**src/rtl/alu_exec_if.sv**
```systemverilog
// Request/result bundle for alu_exec: operation handshake in, result handshake out.
interface alu_exec_if #(
  parameter int XLEN = 32
);
  logic            in_valid;
  logic            in_ready;
  logic [3:0]      alu_op;
  logic [XLEN-1:0] op_a;
  logic [XLEN-1:0] op_b;
  logic            out_valid;
  logic            out_ready;
  logic [XLEN-1:0] result;
  logic            zero;
  logic            illegal;

  modport master (
    output in_valid, alu_op, op_a, op_b, out_ready,
    input  in_ready, out_valid, result, zero, illegal
  );

  modport slave (
    input  in_valid, alu_op, op_a, op_b, out_ready,
    output in_ready, out_valid, result, zero, illegal
  );
endinterface

```
**src/rtl/alu_exec.sv**
```systemverilog
// Multi-cycle ALU: one-cycle arithmetic/compare ops, iterative shifts of SHIFT_STEP bits per cycle.
// Latency 1 (+ceil(shamt/SHIFT_STEP) for shifts); result held in DONE until out_ready, no accept meanwhile.
module alu_exec #(
  parameter int XLEN       = 32,
  parameter int SHIFT_STEP = 1
) (
  input  logic      clk,
  input  logic      rst,
  alu_exec_if.slave bus
);
  localparam int SHW = $clog2(XLEN);
  localparam logic [SHW-1:0] STEP = SHW'(SHIFT_STEP);

  typedef enum logic [1:0] {IDLE, SHIFT, DONE} state_t;
  typedef enum logic [1:0] {SH_LL, SH_RL, SH_RA} shk_t;

  state_t          state_q, state_d;
  shk_t            shk_q, shk_d;
  logic [XLEN-1:0] work_q, work_d;
  logic [SHW-1:0]  cnt_q, cnt_d;
  logic [XLEN-1:0] result_q, result_d;
  logic            zero_q, zero_d;
  logic            illegal_q, illegal_d;
  logic            in_ready_q, in_ready_d;
  logic            out_valid_q, out_valid_d;

  logic [XLEN-1:0] alu_res;
  logic            alu_ill;
  logic            is_shift;
  shk_t            shk_in;
  logic [SHW-1:0]  step;
  logic [XLEN-1:0] shifted;

  // Single-cycle datapath, evaluated on the live inputs at accept.
  always_comb begin
    alu_res  = '0;
    alu_ill  = 1'b0;
    is_shift = 1'b0;
    shk_in   = SH_LL;
    unique case (bus.alu_op)
      4'b0000: alu_res = bus.op_a + bus.op_b;
      4'b1000: alu_res = bus.op_a - bus.op_b;
      4'b0010: alu_res = {{(XLEN-1){1'b0}}, $signed(bus.op_a) < $signed(bus.op_b)};
      4'b0011: alu_res = {{(XLEN-1){1'b0}}, bus.op_a < bus.op_b};
      4'b0100: alu_res = bus.op_a ^ bus.op_b;
      4'b0110: alu_res = bus.op_a | bus.op_b;
      4'b0111: alu_res = bus.op_a & bus.op_b;
      4'b1001: alu_res = {{(XLEN-1){1'b0}}, bus.op_a == bus.op_b};
      4'b1010: alu_res = {{(XLEN-1){1'b0}}, bus.op_a != bus.op_b};
      4'b1100: alu_res = {{(XLEN-1){1'b0}}, $signed(bus.op_a) >= $signed(bus.op_b)};
      4'b1110: alu_res = {{(XLEN-1){1'b0}}, bus.op_a >= bus.op_b};
      4'b0001: begin is_shift = 1'b1; shk_in = SH_LL; end
      4'b0101: begin is_shift = 1'b1; shk_in = SH_RL; end
      4'b1101: begin is_shift = 1'b1; shk_in = SH_RA; end
      default: alu_ill = 1'b1;
    endcase
  end

  // SRA keeps the MSB through every step, so the fill is always the original sign.
  always_comb begin
    step    = (cnt_q < STEP) ? cnt_q : STEP;
    shifted = work_q;
    unique case (shk_q)
      SH_LL:   shifted = work_q << step;
      SH_RL:   shifted = work_q >> step;
      SH_RA:   shifted = $signed(work_q) >>> step;
      default: shifted = work_q;
    endcase
  end

  always_comb begin
    state_d     = state_q;
    shk_d       = shk_q;
    work_d      = work_q;
    cnt_d       = cnt_q;
    result_d    = result_q;
    zero_d      = zero_q;
    illegal_d   = illegal_q;
    in_ready_d  = in_ready_q;
    out_valid_d = out_valid_q;
    unique case (state_q)
      IDLE: begin
        if (bus.in_valid && in_ready_q) begin
          in_ready_d = 1'b0;
          if (is_shift && (bus.op_b[SHW-1:0] != '0)) begin
            state_d = SHIFT;
            shk_d   = shk_in;
            work_d  = bus.op_a;
            cnt_d   = bus.op_b[SHW-1:0];
          end else begin
            state_d     = DONE;
            result_d    = is_shift ? bus.op_a : alu_res;
            zero_d      = is_shift ? (bus.op_a == '0) : (alu_res == '0);
            illegal_d   = alu_ill;
            out_valid_d = 1'b1;
          end
        end
      end
      SHIFT: begin
        work_d = shifted;
        cnt_d  = cnt_q - step;
        if (cnt_q == step) begin
          state_d     = DONE;
          result_d    = shifted;
          zero_d      = (shifted == '0);
          illegal_d   = 1'b0;
          out_valid_d = 1'b1;
        end
      end
      DONE: begin
        if (bus.out_ready) begin
          state_d     = IDLE;
          out_valid_d = 1'b0;
          in_ready_d  = 1'b1;
        end
      end
      default: begin
        state_d     = IDLE;
        out_valid_d = 1'b0;
        in_ready_d  = 1'b1;
      end
    endcase
  end

  always_ff @(posedge clk or posedge rst) begin
    if (rst) begin
      state_q     <= IDLE;
      shk_q       <= SH_LL;
      work_q      <= '0;
      cnt_q       <= '0;
      result_q    <= '0;
      zero_q      <= 1'b1;
      illegal_q   <= 1'b0;
      in_ready_q  <= 1'b1;
      out_valid_q <= 1'b0;
    end else begin
      state_q     <= state_d;
      shk_q       <= shk_d;
      work_q      <= work_d;
      cnt_q       <= cnt_d;
      result_q    <= result_d;
      zero_q      <= zero_d;
      illegal_q   <= illegal_d;
      in_ready_q  <= in_ready_d;
      out_valid_q <= out_valid_d;
    end
  end

  assign bus.in_ready  = in_ready_q;
  assign bus.out_valid = out_valid_q;
  assign bus.result    = result_q;
  assign bus.zero      = zero_q;
  assign bus.illegal   = illegal_q;
endmodule

```
**src/flat_wrapper.sv**
```systemverilog
// flat-port wrapper written by rule: the top's interface ports become plain ports
module alu_exec_flat 
#(
  parameter int XLEN       = 32,
  parameter int SHIFT_STEP = 1
)
  (clk, rst, bus_in_valid, bus_alu_op, bus_op_a, bus_op_b, bus_out_ready, bus_in_ready, bus_out_valid, bus_result, bus_zero, bus_illegal);
  alu_exec_if #(.XLEN(XLEN)) bus_i ();
  input  logic clk;
  input  logic rst;
  input wire logic [$bits(bus_i.in_valid)-1:0] bus_in_valid;
  input wire logic [$bits(bus_i.alu_op)-1:0] bus_alu_op;
  input wire logic [$bits(bus_i.op_a)-1:0] bus_op_a;
  input wire logic [$bits(bus_i.op_b)-1:0] bus_op_b;
  input wire logic [$bits(bus_i.out_ready)-1:0] bus_out_ready;
  output wire logic [$bits(bus_i.in_ready)-1:0] bus_in_ready;
  output wire logic [$bits(bus_i.out_valid)-1:0] bus_out_valid;
  output wire logic [$bits(bus_i.result)-1:0] bus_result;
  output wire logic [$bits(bus_i.zero)-1:0] bus_zero;
  output wire logic [$bits(bus_i.illegal)-1:0] bus_illegal;
  assign bus_i.in_valid = bus_in_valid;
  assign bus_i.alu_op = bus_alu_op;
  assign bus_i.op_a = bus_op_a;
  assign bus_i.op_b = bus_op_b;
  assign bus_i.out_ready = bus_out_ready;
  assign bus_in_ready = bus_i.in_ready;
  assign bus_out_valid = bus_i.out_valid;
  assign bus_result = bus_i.result;
  assign bus_zero = bus_i.zero;
  assign bus_illegal = bus_i.illegal;
  alu_exec #(.XLEN(XLEN), .SHIFT_STEP(SHIFT_STEP)) u_core (.clk(clk), .rst(rst), .bus(bus_i));
endmodule
```
**config.mk**
```make
export PLATFORM = sky130hd
export DESIGN_NAME = alu_exec_flat
export DESIGN_NICKNAME = d
export VERILOG_FILES = /design/src/rtl/alu_exec_if.sv /design/src/rtl/alu_exec.sv /design/src/flat_wrapper.sv
export SDC_FILE = /design/constraint.sdc
export NUM_CORES = 1
export LEC_CHECK = 0
export ABC_AREA = 0
export CAP_MARGIN = 30
export CORE_UTILIZATION = 40
export DETAILED_ROUTE_END_ITERATION = 6
export HOLD_SLACK_MARGIN = 0.06
export PLACE_DENSITY = 0.57
export RECOVER_POWER = 100
export SYNTH_ARGS = -nofsm -noshare
export SYNTH_HDL_FRONTEND = slang
export SYNTH_SLANG_ARGS = --single-unit
```
**constraint.sdc**
```tcl
create_clock -name clk -period 8.96 [get_ports clk]
set_input_delay 1.344 -clock clk [delete_from_list [all_inputs] [get_ports clk]]
set_output_delay 1.344 -clock clk [all_outputs]
set_load 0.03 [all_outputs]
```
==> out/metrics.cfg, run 1 <==
[run_status]
status=complete, but fails checks
violations=max-capacitance violations, max-slew violations

[cts]
postCtsHoldBufs=0
cts_setup_buffers=0
cts_resized=0
cts_tree=done
cts_made_buffers=9
h-tree-depth=3
cts-root-buf=clkbuf_16
clock_latency_ps=340
cts.clk_slew.worst_paths_ps=60
clock_path_buffers=2
numClockSinks=77

[critical_path]
crit_arrival_ps=6700
reg2reg_to=u_core.bus.zero$_DFFE_PP1P_
worst_ep_required_time_ps=9240
cp_common_cell=nor4_1
critPathLaunchType=input pin
path_depth=12
r2r_setup_slack_ps=4690
path_cells=dlygate4sd3_1, nor2b_1, a211oi_1, o31ai_1, and2b_1, o2111ai_1, or3_1, nor4_1, and4_1, nand4_1, nor4_1, a41o_1
path_buf_inv=1
r2r_cells=13
critical_path.startpoint=bus_alu_op[3]
cp_slowest_stage_delay_ps=1080
path_class=in2reg
reg2reg_from=u_core.cnt_q[1]$_DFFE_PP0P_
end_kind=flip-flop
crit_fanout=18
critical_path.slowest_cell=dlygate4sd3_1
endpoint=u_core.bus.zero$_DFFE_PP1P_
cpLargestDelayFamily=simple AND/OR/NAND/NOR gates

[timing]
rsz0062_at_grt=false
maxSlewHeadroom=-0.761
setup_slack_ps=2540
period_minus_slack_ps=6420
setup_tns_ps=0
worstMarginPinSlew_ps=2640
setup_viol=0
skew_ps=7.08
timing.final.hold_violations=0
period_share=0.716
drv_slew=202
clock.fmax_ghz=0.156

[placement]
dp_hpwl_mm=34.3
postPlaceCellArea_mm2=0.0121
dp_slack_ps=2880
numPortBuffers=107
dp_cells=1963
gp_congestion=0.973

[synthesis]
synth_top_cell_by_area=dfrtp_1
synth.yosys.warnings=0
ys_seq_area_frac=0.177
avgSynthCellArea_um2=6.79
synthesis.area_mm2=0.0109
ys_ff_latch=77
synth_top_area_frac=0.172
synthFlopType=dfrtp_1
synth_area_leaders=dfrtp_1 (17%), ha_1 (11%), nand2_1 (9.3%)
synthCells=1609
synthArstFlopShare=1.00
ys_types=91
synth_enable_flop_cells=0
mappedNetlistNets=1780

[global_route]
antenna_found_initial=0
grt_pass1_wl_mm=69.7
grt.total_usage=0.320
grt-ovfl-total=0
grt_max_degree=76
grt_pass1_vias=11624

[routing]
wl_mm=45.6
final_antenna_net_count=0
dr_total_vias=12594
wl_per_cell_um=23.0
first_iter_violations=1593
drc=0
dr.pass1.iters=6
vias_per_cell=6.36

[layout]
syn2layout_area_growth_pct=13.5
final_nets=1804
multiInputGateArea_mm2=0.00818
stdcell_count=1979
drive_gt1_frac=0.0433
final_area_mm2=0.0124
num_antenna_cells=0
seq_area_mm2=0.00193
fillers=2804

[die]
io_pins=108
die_w_um=167
core_area_mm2=0.0269
dieArea_mm2=0.0280
rows=60
die_height_um=167
start_util=0.406

[pwr]
vdd_drop_max_mv=0.0959
p_per_area_mw_per_mm2=191
leakage_nw=5.28
p_total_w=0.00237

[min_path]
hold_class=reg2reg

[job]
maxCapViolCount=4

Yosys cell counts, types with 17 or more instances:
master and instances:
nor2b_1 21, a21oi_1 123, nand2_1 270, nor4_1 18
o21ai_0 151, o31ai_1 28, o21ai_1 34, ha_1 97
nand3_1 46, buf_2 21, clkbuf_1 81, o211ai_1 17
nand4_1 22, a31oi_1 27, nor3_1 53, a211oi_1 50
mux2i_1 31, a21o_1 17, inv_1 85, nor2_1 110
dfrtp_1 75
cell type report:
cell class              instances  area share
multi-input cells            1326       0.660
flip-flops and latches         77       0.156
repair buffers                126      0.0959
well taps                     341      0.0344
inverters                      93      0.0283
clock buffers                  11      0.0188
clock inverters                 5     0.00686
kinds of logic after synthesis:
group,count (synthesis),synth area share
simple gates,610,0.259
buf+inv,206,0.0752
fa+ha+maj,99,0.115
xor+xnor,11,0.00882
mux,35,0.0325
flops,77,0.177
compound gates,571,0.333
power breakdown:
part           leakage [nW]  internal [W]  switching, W  total (W)
combinational          4.16      0.000462      0.000845    0.00131
sequential            0.971      0.000503      0.000168   0.000671
clock                 0.150      0.000245      0.000149   0.000395
worst min-delay path: stages (launching register included):
cell and delay (ps):
dfrtp_1 340, nand2_1 50, nand2_1 50
registers in the layout (all words and copies together), names as in the netlist:
| register | cells |
|---|---|
| u_core.bus.zero | 1 |
| u_core.cnt_q | 5 |
| u_core.bus.illegal | 1 |
| u_core.bus.in_ready | 1 |
| u_core.bus.out_valid | 1 |
| u_core.state_q | 2 |
| u_core.bus.result | 32 |
| u_core.shk_q | 2 |
| u_core.work_q | 32 |
metal layers:
metal	vias to the layer above	share of wire	global-route usage
li1	5881	-	-
met1	5986	0.44	0.448
met2	624	0.45	0.504
met3	103	0.080	0.0390
met4	0	0.033	0.115
met5	-	0	0
cell usage in the layout, fill, tap and decap left out, types with 31 or more instances in the layout:
cell type / netlist / final
nand2_1: 270 / 270
o21ai_0: 151 / 152
a21oi_1: 123 / 123
nor2_1: 110 / 109
ha_1: 97 / 97
inv_1: 85 / 84
dfrtp_1: 75 / 74
clkdlybuf4s50_1: 0 / 65
nor3_1: 53 / 52
a211oi_1: 50 / 50
nand3_1: 46 / 46
dlygate4sd3_1: 0 / 40
o21ai_1: 34 / 33
mux2i_1: 31 / 31
per-stage QoR:
| step | hold WS, ps | utilization |
|---|---|---|
| final | 466 | 0.461 |
| after global routing | 493 | 0.461 |
| after CTS | 479 | 0.463 |
| after detailed placement | 463 | 0.451 |
| after global placement | 457 | 0.450 |
| after floorplan | 480 | - |
worst min-delay path by stage:
stage,start,end,slack (ps),cells after the start
floorplan,u_core.cnt_q[0]$_DFFE_PP0P_,u_core.cnt_q[0]$_DFFE_PP0P_,480,2
global placement,u_core.bus.result[0]$_DFFE_PP0P_,u_core.bus.result[0]$_DFFE_PP0P_,460,1
detailed placement,u_core.bus.result[10]$_DFFE_PP0P_,u_core.bus.result[10]$_DFFE_PP0P_,460,2
CTS,u_core.bus.result[12]$_DFFE_PP0P_,u_core.bus.result[12]$_DFFE_PP0P_,480,1
global route,u_core.bus.result[12]$_DFFE_PP0P_,u_core.bus.result[12]$_DFFE_PP0P_,490,1
finish,u_core.bus.result[10]$_DFFE_PP0P_,u_core.bus.result[10]$_DFFE_PP0P_,470,2
(Power assumes the default switching activity.)
==> run 2: changes to the inputs <==
- clock period: 8.96 -> 6.6 ns (I/O delays scaled with it)
==> out/metrics.cfg, run 2 (synthesis results as in run 1) <==
[timing]
period_minus_slack_ps=5800
skew_ps=9.49
maxSlewHeadroom=-0.737
worstMarginPinSlew_ps=2600
setup_viol=0
setup_tns_ps=0
period_share=0.879
drv_slew=122
setup_slack_ps=800
rsz0062_at_grt=false
clock.fmax_ghz=0.172
timing.final.hold_violations=0

[cts]
cts_resized=0
cts_setup_buffers=0
clock_path_buffers=2
cts_tree=done
numClockSinks=77
cts_made_buffers=9
clock_latency_ps=340
cts.clk_slew.worst_paths_ps=70
postCtsHoldBufs=0
cts-root-buf=clkbuf_16
h-tree-depth=3

[pwr]
pwr-share-seq=0.276
swShare=0.482
p_switching_w=0.00159
p_int_w=0.00171
p_per_area_mw_per_mm2=264
power_frac_comb=0.543
pwr-share-clk=0.181
vdd_drop_max_mv=0.136
leakage_nw=5.34

[critical_path]
end_kind=flip-flop
crit_arrival_ps=6090
crit_fanout=16
critical_path.startpoint=bus_alu_op[2]
r2r_setup_slack_ps=2290
reg2reg_from=u_core.cnt_q[1]$_DFFE_PP0P_
r2r_cells=13
worst_ep_required_time_ps=6890
reg2reg_to=u_core.bus.zero$_DFFE_PP1P_
critPathLaunchType=input pin
path_class=in2reg

[die]
rows=60
core_area_mm2=0.0269
dieArea_mm2=0.0280
die_w_um=167
die_height_um=167
start_util=0.406
io_pins=108

[routing]
dr.pass1.iters=6
final_antenna_net_count=0
first_iter_violations=1548
wl_mm=45.8
drc=0
dr_total_vias=12701
vias_per_cell=6.40
wl_per_cell_um=23.1

[min_path]
min_from=u_core.bus.result[18]$_DFFE_PP0P_
hold_class=reg2reg
holdPathStages=2
hold_end=u_core.bus.result[18]$_DFFE_PP0P_

[global_route]
antenna_found_initial=0
grt.total_usage=0.320
grt_pass1_wl_mm=69.6
grt_pass1_vias=11494
grt-ovfl-total=0
grt_max_degree=85

[layout]
drive_gt1_frac=0.0493
final_common_cell=nand2_1
final_cell_mix=nand2_1 (270), o21ai_0 (152), a21oi_1 (123)
final_nets=1810
final_area_mm2=0.0125
num_antenna_cells=0
syn2layout_area_growth_pct=14.3

[placement]
numPortBuffers=107
dp_hpwl_mm=34.9
gp_congestion=0.989
postPlaceCellArea_mm2=0.0122
dp_slack_ps=923

[job]
maxCapViolCount=2

[run_status]
violations=max-capacitance violations, max-slew violations
status=complete, but fails checks

==> run 2: critical path, cell delays in order <==
cell and delay [ps]:
dlygate4sd3_1 850, nor2b_1 840, a211oi_1 220, o31ai_1 560, and2b_1 630, o2111ai_1 150
or3_1 410, nor4_1 480, and4_1 290, nand4_1 130, nor4_1 310, a41o_1 200
==> run 2: how the worst max path moves through the flow <==
stage	cells past startpoint	slack, ps	end
after floorplan	13	2510	u_core.bus.zero$_DFFE_PP1P_
after global placement	14	830	u_core.bus.zero$_DFFE_PP1P_
after detailed placement	14	920	u_core.bus.zero$_DFFE_PP1P_
after CTS	14	1260	u_core.bus.zero$_DFFE_PP1P_
after global routing	12	650	u_core.bus.zero$_DFFE_PP1P_
final	12	800	u_core.bus.zero$_DFFE_PP1P_
==> run 2: power groups by stage <==
stage / combinational, W / clock, W / sequential (W)
floorplan: 0.000998 / 0 / 0.00104
global placement: 0.00179 / 0 / 0.000909
detailed placement: 0.00179 / 0 / 0.000913
CTS: 0.00180 / 0.000607 / 0.000907
global route: 0.00195 / 0.000624 / 0.000943
finish: 0.00179 / 0.000596 / 0.000908
==> run 2: metrics by stage <==
stage           util  total power (W)  cells  hold WS [ps]
2_1_floorplan      -          0.00204   1609           480
3_3_place_gp   0.452          0.00270   1969           459
3_5_place_dp   0.452          0.00270   1969           463
4_1_cts        0.465          0.00331   1985           478
5_1_grt        0.465          0.00351   1985           494
6_report       0.465          0.00329   1985           466
==> run 2: area by class of cell <==
| type | count | area, µm² |
|---|---|---|
| Timing Repair Buffer | 132 | 1240 |
| Clock inverter | 5 | 106 |
| Sequential cell | 77 | 1930 |
| Tap cell | 341 | 427 |
| Clock buffer | 11 | 253 |
| Multi-Input combinational cell | 1326 | 8180 |
| Fill cell | 2810 | 14400 |
| Inverter | 93 | 350 |
==> run 2: layer usage <==
| metal | GRT usage | vias up | wire (µm) |
|---|---|---|---|
| met5 | 0 | - | 0 |
| met3 | 0.0449 | 87 | 4010 |
| met2 | 0.499 | 666 | 20300 |
| li1 | - | 5894 | - |
| met1 | 0.453 | 6054 | 20200 |
| met4 | 0.107 | 0 | 1280 |
==> run 3: changes to the inputs <==
- GPL_TIMING_DRIVEN: not set -> 1
- PLACE_DENSITY: 0.57 -> 0.6
- clock period: 6.6 -> 4.9 ns (I/O delays scaled with it)
==> out/metrics.cfg, run 3 (synthesis results as in run 1) <==
[run_status]
status=complete, but fails checks
violations=max-capacitance violations, max-slew violations

[layout]
num_antenna_cells=0
drive_gt1_frac=0.0974
fillers=2776
final_cell_mix=nand2_1 (270), o21ai_0 (153), a21oi_1 (123)
utilization=0.490
stdcell_count=2076
final_nets=1901
final_common_cell=nand2_1
syn2layout_area_growth_pct=20.5

[cts]
cts_made_buffers=9
cts.clk_slew.worst_paths_ps=60
clock_latency_ps=340
cts_resized=0
cts_tree=done
h-tree-depth=3
numClockSinks=77
clock_path_buffers=2
cts-root-buf=clkbuf_16
cts_setup_buffers=0
postCtsHoldBufs=0

[placement]
dp_hpwl_mm=35.8
dp_cells=2059
dp_slack_ps=19.3
gp_congestion=0.995
numPortBuffers=107

[global_route]
grt_max_degree=94
grt_pass1_wl_mm=70.8
antenna_found_initial=0
grt.total_usage=0.324
grt_pass1_vias=12002
grt-ovfl-total=0

[timing]
period_share=0.967
setup_slack_ps=162
maxSlewHeadroom=-0.426
rsz0062_at_grt=false
period_minus_slack_ps=4740
worstMarginPinSlew_ps=2130
clock.fmax_ghz=0.211
timing.final.hold_violations=0
skew_ps=9.92
setup_viol=0
drv_slew=113

[critical_path]
reg2reg_to=u_core.bus.zero$_DFFE_PP1P_
path_buf_inv=1
reg2reg_from=u_core.cnt_q[1]$_DFFE_PP0P_
crit_fanout=5
path_class=in2reg
crit_arrival_ps=5010
worst_ep_required_time_ps=5180
cp_slowest_stage_delay_ps=580
critical_path.slowest_cell=clkdlybuf4s50_1
end_kind=flip-flop
critPathLaunchType=input pin
r2r_setup_slack_ps=950
r2r_cells=11
cp_common_cell=a21oi_1
cpLargestDelayFamily=compound AO/OA/AOI/OAI gates
path_cells=clkdlybuf4s50_1, ha_1, fa_1, a211oi_1, o211ai_1, a31o_1, a211o_1, a21oi_1, mux2i_1, a2111o_1, a21oi_1, nand4_1, nor4_1, a41o_1

[routing]
vias_per_cell=6.19
first_iter_violations=1425
wl_per_cell_um=22.1
final_antenna_net_count=0
drc=0
wl_mm=45.8
dr_total_vias=12856
dr.pass1.iters=5

[pwr]
leakage_nw=5.77
p_int_w=0.00234
swShare=0.480
pwr-share-clk=0.172
power_frac_comb=0.552
vdd_drop_max_mv=0.182
p_per_area_mw_per_mm2=342
pwr-share-seq=0.275
p_switching_w=0.00216
p_total_w=0.00450

[die]
start_util=0.406
io_pins=108
core_area_mm2=0.0269
die_w_um=167
dieArea_mm2=0.0280
rows=60
die_height_um=167

[min_path]
hold_class=reg2reg
min_from=u_core.bus.result[18]$_DFFE_PP0P_
hold_end=u_core.bus.result[18]$_DFFE_PP0P_
holdPathStages=2

[job]
maxCapViolCount=3

## run 3: per-stage QoR
stage,TNS [ps],hold WS [ps],area [µm²]
detailed placement,0,467,12800
CTS,0,481,13200
global placement,-17.9,461,12800
finish,0,468,13200
floorplan,0,480,10900
global route,0,484,13200
## run 3: worst min-delay path, stage by stage (launching register included)
cell and delay (ps):
dfrtp_1 340, nand2_1 50, nand2_1 50
## run 3: layer usage
metal	share of wire	track usage
met3	0.077	0.0437
met1	0.45	0.456
met5	0	0
met2	0.44	0.499
met4	0.035	0.126
## run 3: layout make-up
class | count | area [µm²] | share of cell area
Multi-Input combinational cell | 1326 | 8190 | 0.623
Inverter | 93 | 350 | 0.0266
Clock inverter | 5 | 100 | 0.00761
Tap cell | 341 | 427 | 0.0324
Timing Repair Buffer | 223 | 1930 | 0.146
Sequential cell | 77 | 1930 | 0.147
Clock buffer | 11 | 233 | 0.0177
## run 3: power by group through the flow
stage | registers [W] | logic [W] | clock network [W]
final | 0.00124 | 0.00248 | 0.000774
after global routing | 0.00128 | 0.00270 | 0.000803
after CTS | 0.00124 | 0.00250 | 0.000772
after detailed placement | 0.00125 | 0.00249 | 0
after global placement | 0.00124 | 0.00247 | 0
after floorplan | 0.00140 | 0.00134 | 0
## run 3: worst max-delay path by stage
| stage | startpoint | slack (ps) | depth (start not counted) | end |
|---|---|---|---|---|
| after detailed placement | bus_op_a[0] | 20 | 14 | u_core.bus.zero$_DFFE_PP1P_ |
| after CTS | bus_op_a[0] | 310 | 14 | u_core.bus.zero$_DFFE_PP1P_ |
| after global placement | bus_op_a[0] | -20 | 14 | u_core.bus.zero$_DFFE_PP1P_ |
| final | bus_op_a[0] | 160 | 14 | u_core.bus.zero$_DFFE_PP1P_ |
| after floorplan | bus_op_b[12] | 1070 | 13 | u_core.bus.zero$_DFFE_PP1P_ |
| after global routing | bus_alu_op[0] | 40 | 12 | u_core.bus.zero$_DFFE_PP1P_ |
